`src/rtl/mult_div_unit_pkg.sv`:
```
// Shared definitions for the HI/LO unit: datapath width, SPECIAL funct codes
// and a small two's-complement helper.
package mult_div_unit_pkg;

    localparam int DATA_W = 32;

    localparam logic [5:0] FUNCT_MTHI  = 6'h11;
    localparam logic [5:0] FUNCT_MTLO  = 6'h13;
    localparam logic [5:0] FUNCT_MULT  = 6'h18;
    localparam logic [5:0] FUNCT_MULTU = 6'h19;
    localparam logic [5:0] FUNCT_DIV   = 6'h1A;
    localparam logic [5:0] FUNCT_DIVU  = 6'h1B;

    // Magnitude of a two's-complement word. The most-negative value maps to
    // itself, which is the correct unsigned magnitude 2^31.
    function automatic logic [DATA_W-1:0] abs_w(input logic [DATA_W-1:0] v);
        return v[DATA_W-1] ? (~v + 1'b1) : v;
    endfunction

endpackage

```
`src/rtl/mult_div_unit_div_core.sv`:
```
// Unsigned restoring divider: one quotient bit per cycle. The quotient and
// remainder outputs are the result of the step being performed this cycle,
// so the final values are available while ready is high.
module div_core
    import mult_div_unit_pkg::*;
#(
    parameter int DIV_ITER = 32
) (
    input  logic              clk,
    input  logic              rst,
    input  logic              start,
    input  logic              abort,
    input  logic [DATA_W-1:0] dividend,
    input  logic [DATA_W-1:0] divisor,
    output logic              busy,
    output logic              ready,
    output logic [DATA_W-1:0] quotient,
    output logic [DATA_W-1:0] remainder
);

    localparam int CNT_W = (DIV_ITER > 1) ? $clog2(DIV_ITER) : 1;
    localparam logic [CNT_W-1:0] LAST_CNT = CNT_W'(DIV_ITER - 1);

    logic              busy_q;
    logic [CNT_W-1:0]  cnt_q;
    logic [DATA_W-1:0] rem_q;
    logic [DATA_W-1:0] quo_q;
    logic [DATA_W-1:0] dvs_q;

    logic [DATA_W:0]   rem_sh;
    logic [DATA_W:0]   diff;
    logic              q_bit;
    logic [DATA_W-1:0] rem_d;
    logic [DATA_W-1:0] quo_d;

    // One restoring step: shift rem:quo left, trial-subtract, keep if non-negative.
    always_comb begin
        rem_sh = {rem_q, quo_q[DATA_W-1]};
        diff   = rem_sh - {1'b0, dvs_q};
        q_bit  = ~diff[DATA_W];
        rem_d  = q_bit ? diff[DATA_W-1:0] : rem_sh[DATA_W-1:0];
        quo_d  = {quo_q[DATA_W-2:0], q_bit};
    end

    assign busy      = busy_q;
    assign ready     = busy_q && (cnt_q == LAST_CNT);
    assign quotient  = quo_d;
    assign remainder = rem_d;

    // Iteration counter and shift registers.
    always_ff @(posedge clk) begin
        if (rst) begin
            busy_q <= 1'b0;
            cnt_q  <= '0;
            rem_q  <= '0;
            quo_q  <= '0;
            dvs_q  <= '0;
        end else if (abort) begin
            busy_q <= 1'b0;
            cnt_q  <= '0;
        end else if (start) begin
            busy_q <= 1'b1;
            cnt_q  <= '0;
            rem_q  <= '0;
            quo_q  <= dividend;
            dvs_q  <= divisor;
        end else if (busy_q) begin
            rem_q <= rem_d;
            quo_q <= quo_d;
            cnt_q <= cnt_q + 1'b1;
            if (cnt_q == LAST_CNT) begin
                busy_q <= 1'b0;
            end
        end
    end

endmodule

```
`src/rtl/mult_div_unit.sv`:
```
// Execute-stage HI/LO unit: single-cycle MULT/MULTU, multi-cycle DIV/DIVU via
// div_core, MTHI/MTLO writes, and the pipeline stall request.
module mult_div_unit
    import mult_div_unit_pkg::*;
#(
    parameter int DIV_ITER = 32
) (
    input  logic              clk,
    input  logic              rst,
    input  logic              start,
    input  logic [5:0]        funct,
    input  logic [DATA_W-1:0] operand_1,
    input  logic [DATA_W-1:0] operand_2,
    input  logic              flush,
    input  logic              hi_we,
    input  logic              lo_we,
    input  logic [DATA_W-1:0] hi_wdata,
    input  logic [DATA_W-1:0] lo_wdata,
    output logic              stall_req,
    output logic              done,
    output logic [DATA_W-1:0] hi,
    output logic [DATA_W-1:0] lo
);

    typedef enum logic [1:0] {
        ST_IDLE = 2'd0,
        ST_DIV  = 2'd1,
        ST_DONE = 2'd2
    } state_t;

    state_t state_q, state_d;

    logic                is_mul, is_div, is_signed, op2_zero;
    logic                accept, mul_commit, div_start, div_commit;
    logic [2*DATA_W-1:0] ext_1, ext_2, product;
    logic                div_busy, div_ready;
    logic [DATA_W-1:0]   div_quo, div_rem, quo_fix, rem_fix;
    logic                neg_quo_q, neg_rem_q;
    logic [DATA_W-1:0]   hi_q, lo_q;

    assign is_mul    = (funct == FUNCT_MULT) || (funct == FUNCT_MULTU);
    assign is_div    = (funct == FUNCT_DIV)  || (funct == FUNCT_DIVU);
    assign is_signed = (funct == FUNCT_MULT) || (funct == FUNCT_DIV);
    assign op2_zero  = (operand_2 == '0);

    assign accept     = (state_q == ST_IDLE) && start && (is_mul || is_div) && !flush;
    assign mul_commit = accept && is_mul;
    assign div_start  = accept && is_div && !op2_zero;
    assign div_commit = (state_q == ST_DIV) && div_ready && !flush;

    // Sign- or zero-extend to 64 bits; the low 64 bits of the product are
    // then correct for both MULT and MULTU.
    always_comb begin
        ext_1   = is_signed ? {{DATA_W{operand_1[DATA_W-1]}}, operand_1} : {{DATA_W{1'b0}}, operand_1};
        ext_2   = is_signed ? {{DATA_W{operand_2[DATA_W-1]}}, operand_2} : {{DATA_W{1'b0}}, operand_2};
        product = ext_1 * ext_2;
    end

    div_core #(
        .DIV_ITER (DIV_ITER)
    ) u_div_core (
        .clk       (clk),
        .rst       (rst),
        .start     (div_start),
        .abort     (flush),
        .dividend  (is_signed ? abs_w(operand_1) : operand_1),
        .divisor   (is_signed ? abs_w(operand_2) : operand_2),
        .busy      (div_busy),
        .ready     (div_ready),
        .quotient  (div_quo),
        .remainder (div_rem)
    );

    // Sign fix-up: quotient negative when signs differ, remainder follows dividend.
    always_comb begin
        quo_fix = neg_quo_q ? (~div_quo + 1'b1) : div_quo;
        rem_fix = neg_rem_q ? (~div_rem + 1'b1) : div_rem;
    end

    // Capture operand signs when a signed divide is launched.
    always_ff @(posedge clk) begin
        if (rst) begin
            neg_quo_q <= 1'b0;
            neg_rem_q <= 1'b0;
        end else if (div_start) begin
            neg_quo_q <= is_signed && (operand_1[DATA_W-1] ^ operand_2[DATA_W-1]);
            neg_rem_q <= is_signed && operand_1[DATA_W-1];
        end
    end

    // FSM state register.
    always_ff @(posedge clk) begin
        if (rst) begin
            state_q <= ST_IDLE;
        end else begin
            state_q <= state_d;
        end
    end

    // Next-state and stall/done outputs; flush overrides everything.
    always_comb begin
        state_d   = state_q;
        stall_req = 1'b0;
        done      = 1'b0;
        case (state_q)
            ST_IDLE: begin
                if (accept) begin
                    stall_req = 1'b1;
                    state_d   = div_start ? ST_DIV : ST_DONE;
                end
            end
            ST_DIV: begin
                stall_req = 1'b1;
                if (div_ready) begin
                    state_d = ST_DONE;
                end else if (!div_busy) begin
                    state_d = ST_IDLE;
                end
            end
            ST_DONE: begin
                done    = 1'b1;
                state_d = ST_IDLE;
            end
            default: state_d = ST_IDLE;
        endcase
        if (flush) begin
            state_d   = ST_IDLE;
            stall_req = 1'b0;
        end
    end

    // HI/LO: result commits win over MTHI/MTLO writes.
    always_ff @(posedge clk) begin
        if (rst) begin
            hi_q <= '0;
            lo_q <= '0;
        end else if (mul_commit) begin
            hi_q <= product[2*DATA_W-1:DATA_W];
            lo_q <= product[DATA_W-1:0];
        end else if (div_commit) begin
            hi_q <= rem_fix;
            lo_q <= quo_fix;
        end else begin
            if (hi_we) hi_q <= hi_wdata;
            if (lo_we) lo_q <= lo_wdata;
        end
    end

    assign hi = hi_q;
    assign lo = lo_q;

endmodule

```
`config.mk`:
```
export PLATFORM = sky130hd
export DESIGN_NAME = mult_div_unit
export DESIGN_NICKNAME = d
export VERILOG_FILES = /design/src/rtl/mult_div_unit_pkg.sv /design/src/rtl/mult_div_unit_div_core.sv /design/src/rtl/mult_div_unit.sv
export SDC_FILE = /design/constraint.sdc
export NUM_CORES = 2
export LEC_CHECK = 0
export ABC_AREA = 1
export BUFFER_PORTS_ARGS = -buffer_cell sky130_fd_sc_hd__buf_2
export CAP_MARGIN = 0
export CORE_MARGIN = 5
export CORE_UTILIZATION = 30
export DETAILED_ROUTE_END_ITERATION = 8
export PLACE_DENSITY = 0.42
export SETUP_SLACK_MARGIN = 0.2
export SYNTH_ARGS = -nofsm -noshare
export SYNTH_HDL_FRONTEND = slang
export SYNTH_SLANG_ARGS = --single-unit
```
`constraint.sdc`:
```
create_clock -name clk -period 9.4 [get_ports clk]
set_clock_uncertainty 0.1 [all_clocks]
set_input_delay 0.47 -clock clk [delete_from_list [all_inputs] [get_ports clk]]
set_output_delay 0.47 -clock clk [all_outputs]
set_load 0.02 [all_outputs]
```
==> results.md <==
- Syn Nets: 10,100
- Worst path top cell family by delay: adder cells
- Crit path required time: 9.72 ns
- Post-Syn Area per Cell: 7.647 sq um
- Via density: 4.571
- WHS: 0.2335 ns
- Number of global-route vias before repair: 56,950
- Horiz. Die Dim: 466.9 um
- Status: finished, final reports clean
- Routed Wire Length: 246.0 mm
- HP Class: input pin to flop
- Worst r2r src: u_div_core.quo_q[31]
- Worst Path Arrival: 9.30 ns
- CTS tree: done
- Hold path start: lo_wdata[0]
- CP bufs+invs: 17
- Slew Limit Fails: 0
- Core footprint: 207,500 sq um
- Worst Setup Start Kind: input pin
- Crit share post-route: 95.53%
- Starting Density: 30.18%
- Worst-skew pair later-pin latency: 0.47 ns
- Drt initial violations: 3,098
- Tot GR Track Use: 22.73%
- Crit-path max FO: 14
- Worst Setup SP: funct[4]
- Slew headroom: 25.27%
- Final Net Count: 10,680
- Rows: 167
- Final antenna-violating net count: 0
- Seq/Total Area, Yosys: 5.435%
- Worst path max stage delay: 0.61 ns
- Largest net degree at the start of global routing: 101
- Initial antenna violation count: 17
- Internal reg-to-reg setup slack: 3.96 ns
- Via count: 52,930
- Clock Sinks: 170
- Synth top area share: 45.39%
- Routed length per instance: 21.24 um
- Max-cap violation count: 0
- Gpl congestion: 0.9128
- Clock transition at path regs: 0.08 ns
- Top FF cell, synth: dfxtp_1
- DRC: 0
- Maximum clock rate: 111.4 MHz
- Commonest non-fill, non-tap cell in the layout: inv_1
- CTS Buf Count: 17
- Worst Tran Pin Value: 1.121 ns
- Cts hold-fix bufs: 0
- Most frequent cells in the layout: inv_1, nand2_1, fa_1
- Final HPWL DP: 217.4 mm
- First-pass GRT wire length: 371.5 mm
- Clock buffer depth: 2
- Synth unique cells: 60
- Syn. warnings: 0
- Syn-to-layout area delta: 16.64%
- Drt first pass iters: 5
- Post-synth top area cell: fa_1
- Post-synth EDFFs: 0
- Post-route cell area: 73,040 sq um
- Post-route minimum period: 8.980 ns
- Layout cell share with drive strength beyond 1: 13.83%
- Root Buffer Master: clkbuf_16
- Unrepaired setup endpoints after global routing: yes
- Top cells by area, synth: fa_1, inv_1, nand2_1, ha_1, dfxtp_1
- Placed inst area: 71,640 sq um
- Top-Level Pins: 206
- CP Class: input pin to flop
- CP Capture Type: flop
- Input/output buffers: 205
- Mapped Cells: 8,189
- Ys async rst share: 0%
- Setup TNS: 0 ns
- Total congestion overflow: 0
- Die area: 218,000 sq um
- Post-synth design cell area: 62,620 sq um
- Fin. Hold Viols: 0
- Crit-path slowest cell: fa_2
- #FFs+latches synth: 170
- Die Ht: 466.9 um
- H-tree depth: 4
- Final Setup Violations: 0
[sequential cells by signal, summed over array words and instances (netlist names)]
| signal | flops |
|---|---|
| u_div_core.rem_q | 32 |
| neg_rem_q | 1 |
| u_div_core.busy | 1 |
| u_div_core.dvs_q | 32 |
| lo | 32 |
| hi | 32 |
| u_div_core.quo_q | 32 |
| state_q | 2 |
| neg_quo_q | 1 |
| u_div_core.cnt_q | 5 |
[cells in the mapped netlist (all sizes together) (3+ instances only)]
master,count
nor4,12
nor2,397
a21o,7
fa,1420
nand4,36
ha,347
a221oi,5
xnor2,63
o2111ai,3
a211oi,6
a2111oi,11
xor2,98
a31oi,46
o221ai,24
clkinv,4
nand3b,14
nand2,1880
nand3,171
o21bai,24
o31ai,6
or2,35
inv,2436
o21a,4
o22ai,4
o21ai,251
o211ai,32
a21oi,270
nor3,41
dfxtp,170
and2,4
clkbuf,255
buf,103
[per-layer routing]
metal | share of wire, % | vias up | global-route usage (%)
met3 | 3.4 | 188 | 1.452
met2 | 49 | 1145 | 40.31
met4 | 2.2 | 0 | 4.338
met5 | 0 | - | 0
met1 | 45 | 26960 | 30.74
li1 | - | 24640 | -
[worst paths after layout]
check / end / cells after the start
hold / removal: lo[0] / 3
hold reg to reg: u_div_core.dvs_q[19] / 2
setup reg to reg: lo[30] / 29
setup / recovery: hi[31] / 43
[worst min-delay path: stages]
cell and delay, ns:
buf_2 0.08, o211ai_1 0.09, a31oi_1 0.13
[kinds of logic after synthesis]
group	Yosys count	share of synthesized area, %
buffers and inverters	2798	16.90
and+or+nand+nor	2593	16.72
adders and majority gates	1767	52.33
AOI/OAI and AO/OA	700	6.368
DFF	170	5.435
xor gates and xnor gates	161	2.252
[timing repair]
item	CTS	global route
buffers inserted	0	13
endpoints found under the hold margin	0	0
pin swaps	6	56
gates cloned	0	1
endpoints found under the setup margin	21	28
gates resized for setup	29	176
[per-stage QoR]
stage	cells	setup WS, ns	utilization [%]
4_1_cts	11560	0.1892	34.84
3_3_place_gp	11530	-0.7937	34.53
6_report	11580	0.4197	35.20
5_1_grt	11580	-0.05880	35.20
2_1_floorplan	8189	0.2039	-
3_5_place_dp	11530	-0.7816	34.53
[final cells by class]
type / instances / area, sq um
Sequential cell: 170 / 3403
Timing Repair Buffer: 923 / 7118
Clock inverter: 14 / 127.6
Antenna cell: 6 / 15.01
Inverter: 2440 / 9168
Clock buffer: 18 / 439.2
Multi-Input combinational cell: 5221 / 49280
Tap cell: 2788 / 3488
Fill cell: 22240 / 134400
Power is not shown: default switching activity piles up to over one toggle a cycle in this logic, so the estimate is an artifact.
